===== src/rtl/boa_lsu_if.sv =====
// Request/response and memory-bus bundle for the boa load/store unit.
// The slave modport is the LSU's view; master is the CPU pipeline plus memory side.
interface boa_lsu_if #(
    parameter int XLEN = 32
);
    logic              clear;
    logic              req_valid;
    logic              req_ready;
    logic              req_we;
    logic [1:0]        req_asize;
    logic              req_signed;
    logic [31:0]       req_addr;
    logic [XLEN-1:0]   req_wdata;
    logic              rsp_valid;
    logic [XLEN-1:0]   rsp_rdata;
    logic [1:0]        rsp_fault;
    logic              bus_re;
    logic [XLEN/8-1:0] bus_we;
    logic [31:0]       bus_addr;
    logic [XLEN-1:0]   bus_wdata;
    logic              bus_ready;
    logic [XLEN-1:0]   bus_rdata;

    modport slave (
        input  clear, req_valid, req_we, req_asize, req_signed, req_addr, req_wdata,
        input  bus_ready, bus_rdata,
        output req_ready, rsp_valid, rsp_rdata, rsp_fault,
        output bus_re, bus_we, bus_addr, bus_wdata
    );

    modport master (
        output clear, req_valid, req_we, req_asize, req_signed, req_addr, req_wdata,
        output bus_ready, bus_rdata,
        input  req_ready, rsp_valid, rsp_rdata, rsp_fault,
        input  bus_re, bus_we, bus_addr, bus_wdata
    );
endinterface


===== src/rtl/boa_lsu.sv =====
// MEM-stage load/store unit: lane steering, sign/zero extension, optional split of crossing accesses.
// Response 2 cycles after accept (3 if split, 1 on fault) with zero bus wait; strobes held until bus_ready.
module boa_lsu #(
    parameter int XLEN           = 32,
    parameter bit ALLOW_MISALIGN = 1'b1
) (
    input  logic      clk,
    input  logic      rst,
    boa_lsu_if.slave  io
);
    localparam int NB = XLEN / 8;
    localparam int OW = $clog2(NB);

    typedef enum logic [2:0] {IDLE, BEAT0, BEAT1, RESP, DRAIN} state_t;

    state_t            state_q, state_d;
    logic              we_q, we_d;
    logic [1:0]        asize_q, asize_d;
    logic              signed_q, signed_d;
    logic [OW-1:0]     off_q, off_d;
    logic              cross_q, cross_d;
    logic [NB-1:0]     we1_q, we1_d;
    logic [XLEN-1:0]   wdata1_q, wdata1_d;
    logic [XLEN-1:0]   rd_lo_q, rd_lo_d;
    logic              rsp_valid_q, rsp_valid_d;
    logic [XLEN-1:0]   rsp_rdata_q, rsp_rdata_d;
    logic [1:0]        rsp_fault_q, rsp_fault_d;
    logic              bus_re_q, bus_re_d;
    logic [NB-1:0]     bus_we_q, bus_we_d;
    logic [31:0]       bus_addr_q, bus_addr_d;
    logic [XLEN-1:0]   bus_wdata_q, bus_wdata_d;

    logic [OW-1:0]     req_off;
    logic [3:0]        req_bytes;
    logic [4:0]        req_end;
    logic              req_cross;
    logic              req_illegal;
    logic [NB-1:0]     size_mask;
    logic [XLEN-1:0]   wd_sized;
    logic [2*NB-1:0]   lanes_w;
    logic [2*XLEN-1:0] data_w;
    logic [2*XLEN-1:0] rd_cat;
    logic [XLEN-1:0]   rd_sh;
    logic [XLEN-1:0]   ld_ext;

    // Request classification and two-beat lane/data images, both beats computed at accept time.
    always_comb begin
        req_off     = io.req_addr[OW-1:0];
        req_bytes   = 4'd1 << io.req_asize;
        req_end     = 5'(req_off) + 5'(req_bytes);
        req_cross   = req_end > 5'(NB);
        req_illegal = (XLEN == 32) && (io.req_asize == 2'd3);
        size_mask   = '0;
        wd_sized    = '0;
        for (int i = 0; i < NB; i++) begin
            size_mask[i]     = i < int'(req_bytes);
            wd_sized[8*i +: 8] = size_mask[i] ? io.req_wdata[8*i +: 8] : 8'h00;
        end
        lanes_w = {{NB{1'b0}}, size_mask} << req_off;
        data_w  = {{XLEN{1'b0}}, wd_sized} << {req_off, 3'b000};
    end

    // Read merge: beat1 bytes sit above beat0 bytes, then shift the access down to bit 0.
    always_comb begin
        rd_cat = (state_q == BEAT1) ? {io.bus_rdata, rd_lo_q} : {{XLEN{1'b0}}, io.bus_rdata};
        rd_sh  = XLEN'(rd_cat >> {off_q, 3'b000});
        case (asize_q)
            2'd0:    ld_ext = XLEN'({{56{signed_q & rd_sh[7]}},  rd_sh[7:0]});
            2'd1:    ld_ext = XLEN'({{48{signed_q & rd_sh[15]}}, rd_sh[15:0]});
            2'd2:    ld_ext = XLEN'({{32{signed_q & rd_sh[31]}}, rd_sh[31:0]});
            default: ld_ext = rd_sh;
        endcase
    end

    always_comb begin
        state_d     = state_q;
        we_d        = we_q;
        asize_d     = asize_q;
        signed_d    = signed_q;
        off_d       = off_q;
        cross_d     = cross_q;
        we1_d       = we1_q;
        wdata1_d    = wdata1_q;
        rd_lo_d     = rd_lo_q;
        rsp_valid_d = 1'b0;
        rsp_rdata_d = rsp_rdata_q;
        rsp_fault_d = rsp_fault_q;
        bus_re_d    = bus_re_q;
        bus_we_d    = bus_we_q;
        bus_addr_d  = bus_addr_q;
        bus_wdata_d = bus_wdata_q;
        case (state_q)
            IDLE: begin
                if (io.req_valid && !io.clear) begin
                    we_d     = io.req_we;
                    asize_d  = io.req_asize;
                    signed_d = io.req_signed;
                    off_d    = req_off;
                    cross_d  = req_cross;
                    we1_d    = lanes_w[2*NB-1:NB];
                    wdata1_d = data_w[2*XLEN-1:XLEN];
                    if (req_illegal || (req_cross && !ALLOW_MISALIGN)) begin
                        state_d     = RESP;
                        rsp_valid_d = 1'b1;
                        rsp_rdata_d = '0;
                        rsp_fault_d = req_illegal ? 2'd2 : 2'd1;
                    end else begin
                        state_d     = BEAT0;
                        bus_addr_d  = {io.req_addr[31:OW], {OW{1'b0}}};
                        bus_re_d    = !io.req_we;
                        bus_we_d    = io.req_we ? lanes_w[NB-1:0] : '0;
                        bus_wdata_d = io.req_we ? data_w[XLEN-1:0] : '0;
                    end
                end
            end
            BEAT0, BEAT1: begin
                if (io.bus_ready) begin
                    rd_lo_d = (state_q == BEAT0) ? io.bus_rdata : rd_lo_q;
                    if (!io.clear && state_q == BEAT0 && cross_q) begin
                        state_d     = BEAT1;
                        bus_addr_d  = bus_addr_q + 32'(NB);
                        bus_we_d    = we_q ? we1_q : '0;
                        bus_wdata_d = we_q ? wdata1_q : '0;
                    end else begin
                        state_d     = io.clear ? IDLE : RESP;
                        rsp_valid_d = !io.clear;
                        rsp_rdata_d = io.clear ? rsp_rdata_q : (we_q ? '0 : ld_ext);
                        rsp_fault_d = io.clear ? rsp_fault_q : 2'd0;
                        bus_re_d    = 1'b0;
                        bus_we_d    = '0;
                        bus_wdata_d = '0;
                    end
                end else if (io.clear) begin
                    state_d = DRAIN;
                end
            end
            DRAIN: begin
                // A started beat is never withdrawn; finish it silently.
                if (io.bus_ready) begin
                    state_d     = IDLE;
                    bus_re_d    = 1'b0;
                    bus_we_d    = '0;
                    bus_wdata_d = '0;
                end
            end
            RESP:    state_d = IDLE;
            default: state_d = IDLE;
        endcase
    end

    always_ff @(posedge clk or posedge rst) begin
        if (rst) begin
            state_q     <= IDLE;
            we_q        <= 1'b0;
            asize_q     <= 2'd0;
            signed_q    <= 1'b0;
            off_q       <= '0;
            cross_q     <= 1'b0;
            we1_q       <= '0;
            wdata1_q    <= '0;
            rd_lo_q     <= '0;
            rsp_valid_q <= 1'b0;
            rsp_rdata_q <= '0;
            rsp_fault_q <= 2'd0;
            bus_re_q    <= 1'b0;
            bus_we_q    <= '0;
            bus_addr_q  <= '0;
            bus_wdata_q <= '0;
        end else begin
            state_q     <= state_d;
            we_q        <= we_d;
            asize_q     <= asize_d;
            signed_q    <= signed_d;
            off_q       <= off_d;
            cross_q     <= cross_d;
            we1_q       <= we1_d;
            wdata1_q    <= wdata1_d;
            rd_lo_q     <= rd_lo_d;
            rsp_valid_q <= rsp_valid_d;
            rsp_rdata_q <= rsp_rdata_d;
            rsp_fault_q <= rsp_fault_d;
            bus_re_q    <= bus_re_d;
            bus_we_q    <= bus_we_d;
            bus_addr_q  <= bus_addr_d;
            bus_wdata_q <= bus_wdata_d;
        end
    end

    // clear in RESP must swallow the pulse in the same cycle, hence the gate after the flop.
    assign io.req_ready = (state_q == IDLE) && !io.clear;
    assign io.rsp_valid = rsp_valid_q && !io.clear;
    assign io.rsp_rdata = rsp_rdata_q;
    assign io.rsp_fault = rsp_fault_q;
    assign io.bus_re    = bus_re_q;
    assign io.bus_we    = bus_we_q;
    assign io.bus_addr  = bus_addr_q;
    assign io.bus_wdata = bus_wdata_q;
endmodule

===== src/flat_wrapper.sv =====
// flat-port wrapper written by rule: the top's interface ports become plain ports
module boa_lsu_flat 
#(
    parameter int XLEN           = 32,
    parameter bit ALLOW_MISALIGN = 1'b1
)
  (clk, rst, io_clear, io_req_valid, io_req_we, io_req_asize, io_req_signed, io_req_addr, io_req_wdata, io_bus_ready, io_bus_rdata, io_req_ready, io_rsp_valid, io_rsp_rdata, io_rsp_fault, io_bus_re, io_bus_we, io_bus_addr, io_bus_wdata);
  boa_lsu_if #(.XLEN(XLEN)) io_i ();
  input  logic clk;
  input  logic rst;
  input wire logic [$bits(io_i.clear)-1:0] io_clear;
  input wire logic [$bits(io_i.req_valid)-1:0] io_req_valid;
  input wire logic [$bits(io_i.req_we)-1:0] io_req_we;
  input wire logic [$bits(io_i.req_asize)-1:0] io_req_asize;
  input wire logic [$bits(io_i.req_signed)-1:0] io_req_signed;
  input wire logic [$bits(io_i.req_addr)-1:0] io_req_addr;
  input wire logic [$bits(io_i.req_wdata)-1:0] io_req_wdata;
  input wire logic [$bits(io_i.bus_ready)-1:0] io_bus_ready;
  input wire logic [$bits(io_i.bus_rdata)-1:0] io_bus_rdata;
  output wire logic [$bits(io_i.req_ready)-1:0] io_req_ready;
  output wire logic [$bits(io_i.rsp_valid)-1:0] io_rsp_valid;
  output wire logic [$bits(io_i.rsp_rdata)-1:0] io_rsp_rdata;
  output wire logic [$bits(io_i.rsp_fault)-1:0] io_rsp_fault;
  output wire logic [$bits(io_i.bus_re)-1:0] io_bus_re;
  output wire logic [$bits(io_i.bus_we)-1:0] io_bus_we;
  output wire logic [$bits(io_i.bus_addr)-1:0] io_bus_addr;
  output wire logic [$bits(io_i.bus_wdata)-1:0] io_bus_wdata;
  assign io_i.clear = io_clear;
  assign io_i.req_valid = io_req_valid;
  assign io_i.req_we = io_req_we;
  assign io_i.req_asize = io_req_asize;
  assign io_i.req_signed = io_req_signed;
  assign io_i.req_addr = io_req_addr;
  assign io_i.req_wdata = io_req_wdata;
  assign io_i.bus_ready = io_bus_ready;
  assign io_i.bus_rdata = io_bus_rdata;
  assign io_req_ready = io_i.req_ready;
  assign io_rsp_valid = io_i.rsp_valid;
  assign io_rsp_rdata = io_i.rsp_rdata;
  assign io_rsp_fault = io_i.rsp_fault;
  assign io_bus_re = io_i.bus_re;
  assign io_bus_we = io_i.bus_we;
  assign io_bus_addr = io_i.bus_addr;
  assign io_bus_wdata = io_i.bus_wdata;
  boa_lsu #(.XLEN(XLEN), .ALLOW_MISALIGN(ALLOW_MISALIGN)) u_core (.clk(clk), .rst(rst), .io(io_i));
endmodule

===== config.mk =====
export PLATFORM = sky130hd
export DESIGN_NAME = boa_lsu_flat
export DESIGN_NICKNAME = d
export VERILOG_FILES = /design/src/rtl/boa_lsu_if.sv /design/src/rtl/boa_lsu.sv /design/src/flat_wrapper.sv
export SDC_FILE = /design/constraint.sdc
export NUM_CORES = 1
export LEC_CHECK = 0
export ABC_CLOCK_PERIOD_IN_PS = 5350
export BUFFER_PORTS_ARGS = -buffer_cell sky130_fd_sc_hd__buf_2
export CAP_MARGIN = 20
export CORE_MARGIN = 8
export CORE_UTILIZATION = 50
export CTS_CLUSTER_DIAMETER = 60
export DETAILED_ROUTE_END_ITERATION = 12
export PLACE_DENSITY = 0.77
export SYNTH_ARGS = -nofsm -noshare
export SYNTH_HDL_FRONTEND = slang
export SYNTH_SLANG_ARGS = --single-unit

===== constraint.sdc =====
create_clock -name clk -period 5.35 [get_ports clk]
set_clock_uncertainty 0.1 [all_clocks]
set_input_delay 0.2675 -clock clk [delete_from_list [all_inputs] [get_ports clk]]
set_output_delay 0.2675 -clock clk [all_outputs]
set_load 0.01 [all_outputs]

==> results of run 1 <==
==> final cells by class <==
| class | count | share of cell area [%] |
|---|---|---|
| repair buffers | 232 | 10.8 |
| diodes | 1 | 0.0213 |
| multi-input cells | 699 | 43.8 |
| inverters | 22 | 0.747 |
| flip-flops and latches | 170 | 36.3 |
| well taps | 265 | 2.83 |
| clock inverters | 14 | 1.77 |
| clock buffers | 18 | 3.75 |
==> kinds of logic after synthesis <==
| logic type | synth area share (%) |
|---|---|
| AOI/OAI and AO/OA | 19.9 |
| other | 0.0379 |
| muxes | 18.3 |
| buffers and inverters | 5.31 |
| and+or+nand+nor | 12.7 |
| DFF | 43.0 |
| adders and majority gates | 0.455 |
| xor gates and xnor gates | 0.253 |
==> per-stage QoR <==
step / util [%] / power [µW] / hold slack (ps) / std cells / cell area, µm²
2_1_floorplan: - / 4430 / 264 / 974 / 9900
3_3_place_gp: 56.2 / 5200 / 357 / 1374 / 10900
3_5_place_dp: 56.2 / 5290 / 367 / 1374 / 10900
4_1_cts: 60.2 / 6680 / 1.30 / 1419 / 11700
5_1_grt: 60.2 / 7090 / 2.38 / 1421 / 11700
6_report: 60.2 / 6660 / 20.4 / 1421 / 11700
==> synthesized netlist by cell type (17+ instances only) <==
| cell | number | share of area (%) |
|---|---|---|
| a21oi_1 | 64 | 3.2 |
| nor2_1 | 29 | 1.1 |
| a22oi_1 | 18 | 1.4 |
| inv_1 | 19 | 0.72 |
| nand2_1 | 110 | 4.2 |
| buf_2 | 19 | 0.96 |
| o21ai_0 | 80 | 4.0 |
| nand3_1 | 39 | 2.0 |
| a2bb2oi_1 | 18 | 1.6 |
| mux2_2 | 66 | 7.5 |
| mux2i_1 | 56 | 5.7 |
| dfrtp_1 | 170 | 43 |
| mux4_2 | 22 | 5.0 |
| o22ai_1 | 17 | 1.1 |
| clkbuf_1 | 38 | 1.4 |
==> placed cells by master, fill, tap and decap left out, types with 22 or more instances in the layout <==
cell	instances
a21oi_1	63
buf_2	206
nor2_1	28
mux4_2	22
dfrtp_1	169
nand2_1	110
mux2_2	66
o21ai_0	80
nand3_1	39
mux2i_1	56
==> metal layers <==
layer	track usage (%)	routed length, µm	vias up
li1	-	-	3979
met1	30.3	11800	4234
met2	37.6	13900	426
met3	6.07	2530	47
met4	7.23	575	2
met5	0	10	-
==> what timing repair did <==
item                                    in CTS  in global routing
hold endpoints to repair                    98                  1
endpoints found under the setup margin       0                  0
hold buffers                                13                  1
==> sequential cells by signal, indices dropped and copies added (netlist names), 2 cells and up <==
name and flops:
u_core.io.bus_wdata 32, u_core.io.rsp_rdata 32, u_core.rd_lo_q 32, u_core.io.bus_addr 30, u_core.wdata1_q 24, u_core.io.bus_we 4, u_core.state_q 3, u_core.we1_q 3
u_core.asize_q 2, u_core.off_q 2
==> where the power goes <==
| part | internal (µW) | switching, µW | total, µW |
|---|---|---|---|
| Combinational | 1320 | 1600 | 2910 |
| Sequential | 1840 | 549 | 2390 |
| Clock | 808 | 553 | 1360 |
| Total | 3960 | 2700 | 6660 |
==> worst min-delay path by stage <==
| stage | startpoint | endpoint | slack [ps] | depth (start not counted) |
|---|---|---|---|---|
| after floorplan | io_req_we | u_core.io.bus_re$_DFFE_PP0P_ | 260 | 1 |
| after global placement | u_core.io.bus_wdata[28]$_DFFE_PP0P_ | u_core.io.bus_wdata[28]$_DFFE_PP0P_ | 360 | 2 |
| after detailed placement | u_core.we1_q[2]$_DFFE_PP0P_ | u_core.we1_q[2]$_DFFE_PP0P_ | 370 | 1 |
| after CTS | io_req_wdata[25] | u_core.wdata1_q[17]$_DFFE_PP0P_ | 1 | 2 |
| after global routing | io_req_wdata[25] | u_core.wdata1_q[17]$_DFFE_PP0P_ | 2 | 2 |
| final | io_bus_rdata[18] | u_core.rd_lo_q[18]$_DFFE_PP0P_ | 20 | 2 |
==> worst max-delay path: cells and delay by family (launching register included) <==
kind	cells	cell delay (ps)
and+or+nand+nor	1	110
muxes	1	820
AOI/OAI and AO/OA	1	120
DFF	1	890
buffers and inverters	1	1090
==> impl_metrics.py, run 1 <==
metrics = {
    "clock_tree": {
        "cts_tree": "done",
        "h-tree-depth": 4,
        "cts-root-buf": "clkbuf_16",
        "clk_path_buf_depth": 2,
        "clk_pin_slew_ps": 70,
        "cts_resized": 0,
        "clkSinkCount": 170,
        "numCtsBuffers": 17,
        "postCtsSetupRepairBufs": 0,
        "clock_latency_ps": 420,
    },
    "hold_path": {
        "hold_class": "input pin to flip-flop",
    },
    "critical_path": {
        "cp-end-kind": "flip-flop",
        "worstPathCellList": "clkinv_1, mux4_2, nor2_1, a211o_1",
        "slowest_stage": "clkinv_1",
        "startpoint": "u_core.off_q[1]$_DFFE_PP0P_",
        "rrSetupSlack_ps": 2150,
        "cp-start-kind": "flip-flop",
        "cp_data_arrival_time_ps": 3460,
        "required_ps": 5610,
        "ff2ff_path_depth": 4,
        "r2r-start": "u_core.off_q[1]$_DFFE_PP0P_",
        "cpPeakStageDelay_ps": 1090,
        "crit_type": "flip-flop to flip-flop",
        "reg2reg_to": "u_core.io.rsp_rdata[8]$_DFFE_PP0P_",
        "crit_end": "u_core.io.rsp_rdata[8]$_DFFE_PP0P_",
        "cp_max_fo": 24,
    },
    "route": {
        "via_per_inst": 6.11,
        "ant_nets": 0,
        "first_pass_iters": 5,
        "drtIter0Drc": 745,
        "post_drt_wl_per_cell_um": 20.3,
        "via_count": 8688,
        "wl_mm": 28.8,
        "drc": 0,
    },
    "synth": {
        "ys_seq_area_share_pct": 43.0,
        "synth_cell_types": 79,
        "yosys_warnings": 0,
        "synthCells": 972,
        "syn-cell-area_mm2": 0.00989,
        "ys_seq_elements": 170,
        "synth_edf_count": 0,
        "async_flop_share_pct": 100,
        "synth-main-ff-cell": "dfrtp_1",
        "syn_area_per_cell_um2": 10.2,
    },
    "floorplan": {
        "fp.dieArea_mm2": 0.0245,
        "io_pins": 210,
        "core_region_area_mm2": 0.0195,
        "die_x_um": 157,
        "die_y_um": 157,
        "start_util_pct": 50.8,
        "core.rowCount": 51,
    },
    "timing": {
        "rsz0062_at_grt": "no",
        "hold_violations": 0,
        "fmax_mhz": 313,
        "tightest_slew_ps": 1090,
        "fin_crit_ps": 3200,
        "setup_tns_ps": 0,
        "worst_slack_ps": 2150,
        "slew-limit-headroom_pct": 27.1,
        "period_share_pct": 59.8,
        "finalMaxSlewViolations": 0,
        "setup_violations": 0,
    },
    "global_routing": {
        "grt_usage_pct": 23.3,
        "grt_pass1_wl_mm": 45.5,
        "grt_overflow": 0,
        "grt_pass1_vias": 8613,
        "grt_start_max_net_pins": 89,
        "antenna_found_initial": 2,
    },
    "layout": {
        "final_net_count": 1250,
        "synthToLayoutAreaGrowth_pct": 18.5,
        "drive_above_1_share_pct": 31.9,
        "fillCellCount": 1636,
        "multi_input_area_mm2": 0.00514,
        "regArea_mm2": 0.00426,
    },
    "power": {
        "power_leakage_uw": 0.00543,
        "peakVddDrop_mv": 0.262,
        "power.density_mw_per_mm2": 568,
    },
    "placement": {
        "dp_slack_ps": 2170,
        "dpl.hpwl_mm": 19.9,
        "place_congestion": 0.882,
        "numPortBuffers": 206,
    },
    "run": {
        "cap_violations": 0,
    },
    "outcome": {
        "status": "completed",
    },
}
Power figures use the tool's default switching activity.
==> inputs of run 2 (changes only) <==
- ABC_AREA: not set -> 1
- ABC_CLOCK_PERIOD_IN_PS: 5350 -> 2900
- CORE_UTILIZATION: 50 -> 51
- PLACE_DENSITY: 0.77 -> 0.78
- clock period: 5.35 -> 2.9 ns (I/O delays scaled with it)
==> run 2 against run 1 <==
- sequential share of layout area fell by 3.2 points
- clock power is 66% higher
- first-iteration DRC count grew 77%
- critical path depth up 6
- area after synthesis increased by 4.0%
- routed wire length rose by 24%
- critical path type unchanged
- highest routed layer is now met4
==> impl_metrics.py, run 2 <==
metrics = {
    "clock_tree": {
        "clock_latency_ps": 430,
        "numCtsBuffers": 17,
        "clkSinkCount": 170,
        "cts_tree": "done",
        "clk_path_buf_depth": 2,
        "clk_pin_slew_ps": 80,
        "h-tree-depth": 4,
        "cts-root-buf": "clkbuf_16",
    },
    "critical_path": {
        "cp_max_fo": 47,
        "rrSetupSlack_ps": 400,
        "r2r-start": "u_core.state_q[2]$_DFFE_PP0P_",
        "reg2reg_to": "u_core.io.rsp_rdata[25]$_DFFE_PP0P_",
        "cp_data_arrival_time_ps": 2720,
        "cp-start-kind": "flip-flop",
        "required_ps": 3120,
        "cp-end-kind": "flip-flop",
        "crit_type": "flip-flop to flip-flop",
        "ff2ff_path_depth": 10,
    },
    "floorplan": {
        "die_x_um": 158,
        "fp.dieArea_mm2": 0.0250,
        "core.rowCount": 52,
        "io_pins": 210,
        "die_y_um": 158,
        "core_region_area_mm2": 0.0200,
        "start_util_pct": 51.3,
    },
    "hold_path": {
        "min-delay-start": "io_req_wdata[2]",
        "hold_class": "input pin to flip-flop",
        "worstHoldPathCells": 5,
        "worstHoldEndpoint": "u_core.io.bus_wdata[2]$_DFFE_PP0P_",
    },
    "placement": {
        "numPortBuffers": 206,
        "place_congestion": 0.957,
        "dpl_cell_area_mm2": 0.0115,
        "dp.cells": 1885,
        "dp_slack_ps": 481,
        "dpl.hpwl_mm": 24.7,
    },
    "layout": {
        "drive_above_1_share_pct": 17.8,
        "regArea_mm2": 0.00426,
        "mostFrequentLayoutCell": "nand2_1",
        "fillCellCount": 1818,
        "stdcell_area_mm2": 0.0129,
        "multi_input_area_mm2": 0.00512,
        "final_cell_count_no_fill": 2001,
        "final_net_count": 1822,
        "synthToLayoutAreaGrowth_pct": 25.2,
        "final_cell_mix": "nand2_1, buf_2, dfrtp_1",
    },
    "synth": {
        "synth_top_area_share_pct": 41.4,
        "ys_seq_area_share_pct": 41.4,
        "syn-cell-area_mm2": 0.0103,
        "synth_edf_count": 0,
        "synthTopCellsByArea": "dfrtp_1, nand2_1, nand3_1",
        "synthTopCellsByCount": "nand2_1, dfrtp_1, nand3_1",
        "yosysMostFrequentCell": "nand2_1",
        "ys_seq_elements": 170,
        "async_flop_share_pct": 100,
        "synth_top_area_cell": "dfrtp_1",
        "syn_area_per_cell_um2": 7.01,
        "synthCells": 1467,
        "synth-main-ff-cell": "dfrtp_1",
        "synth_cell_types": 43,
        "yosys_warnings": 0,
    },
    "route": {
        "via_count": 11400,
        "wl_mm": 35.8,
        "drtIter0Drc": 1319,
        "post_drt_wl_per_cell_um": 17.9,
        "ant_nets": 0,
        "first_pass_iters": 7,
        "via_per_inst": 5.68,
        "drc": 0,
    },
    "run": {
        "cap_violations": 0,
    },
    "power": {
        "peakVddDrop_mv": 0.655,
        "power_leakage_uw": 0.00658,
        "power.density_mw_per_mm2": 1010,
    },
    "timing": {
        "period_share_pct": 86.1,
        "setup_tns_ps": 0,
        "worst_slack_ps": 403,
        "setup_violations": 0,
        "rsz0062_at_grt": "no",
        "hold_violations": 0,
        "tightest_slew_ps": 1010,
        "fmax_mhz": 400,
        "finalMaxSlewViolations": 0,
        "hold_ws_ps": 18.7,
        "fin_crit_ps": 2500,
        "slew-limit-headroom_pct": 32.6,
    },
    "global_routing": {
        "grt_pass1_wl_mm": 55.9,
        "grt_pass1_vias": 10500,
        "grt_usage_pct": 28.5,
        "grt_overflow": 0,
        "grt_start_max_net_pins": 77,
        "antenna_found_initial": 4,
    },
    "outcome": {
        "status": "completed",
    },
}
[run 2: critical path: stages (launching register included)]
cell     delay, ps
dfrtp_1        450
inv_2          120
nand3_4        200
buf_4          430
nand2_1        150
nand3_1        150
nand3_1        130
nand3_2        250
nand3_4        230
nand2_1        130
nand2_1         60
[run 2: worst max path at each step]
stage / start / to / cells past startpoint
floorplan: rst / u_core.asize_q[0]$_DFFE_PP0P_ / 1
global placement: u_core.state_q[0]$_DFFE_PP0P_ / u_core.io.bus_addr[26]$_DFFE_PP0P_ / 10
detailed placement: u_core.state_q[2]$_DFFE_PP0P_ / u_core.io.rsp_rdata[27]$_DFFE_PP0P_ / 10
CTS: u_core.state_q[2]$_DFFE_PP0P_ / u_core.io.rsp_rdata[16]$_DFFE_PP0P_ / 10
global route: u_core.state_q[2]$_DFFE_PP0P_ / u_core.io.rsp_rdata[25]$_DFFE_PP0P_ / 10
finish: u_core.state_q[2]$_DFFE_PP0P_ / u_core.io.rsp_rdata[25]$_DFFE_PP0P_ / 10
[run 2: power by group]
group          internal, µW  switching, µW
registers              3460            915
clock network          1150           1110
logic                  2180           4200
[run 2: cells by family (layout without fill, tap and decap cells)]
family | after synthesis | in the layout | synth area share [%]
flops | 170 | 170 | 41.4
other cells | 1 | 7 | 0.0365
xor+xnor | 3 | 3 | 0.255
compound gates | 310 | 310 | 17.2
buf+inv | 220 | 478 | 8.95
fa+ha+maj | 3 | 3 | 0.438
simple gates | 760 | 760 | 31.8
[run 2: routing by layer]
metal	vias to the layer above	GRT usage (%)	wire, µm
met5	-	0	0
met1	5198	40.0	14700
met4	0	10.8	1170
li1	5329	-	-
met2	746	41.7	15500
met3	89	6.85	4430
[run 2: stage by stage]
step           power [µW]  util [%]
2_1_floorplan        8500         -
3_3_place_gp        10400      57.3
3_5_place_dp        10500      57.3
4_1_cts             12900      64.2
5_1_grt             13900      64.2
6_report            13000      64.2
[run 2: what timing repair did]
action | in CTS | in global routing
hold endpoints to repair | 253 | 0
setup endpoints to repair | 0 | 0
hold buffers | 80 | 0
setup buffers | 0 | 0
gates resized for setup | 0 | 0
[run 2: final cells by class]
class,instances,share of cell area [%]
diodes,4,0.0778
clock buffers,17,3.30
clock inverters,15,1.20
inverters,135,3.97
multi-input cells,1079,39.8
flip-flops and latches,170,33.1
well taps,270,2.62
repair buffers,311,16.0
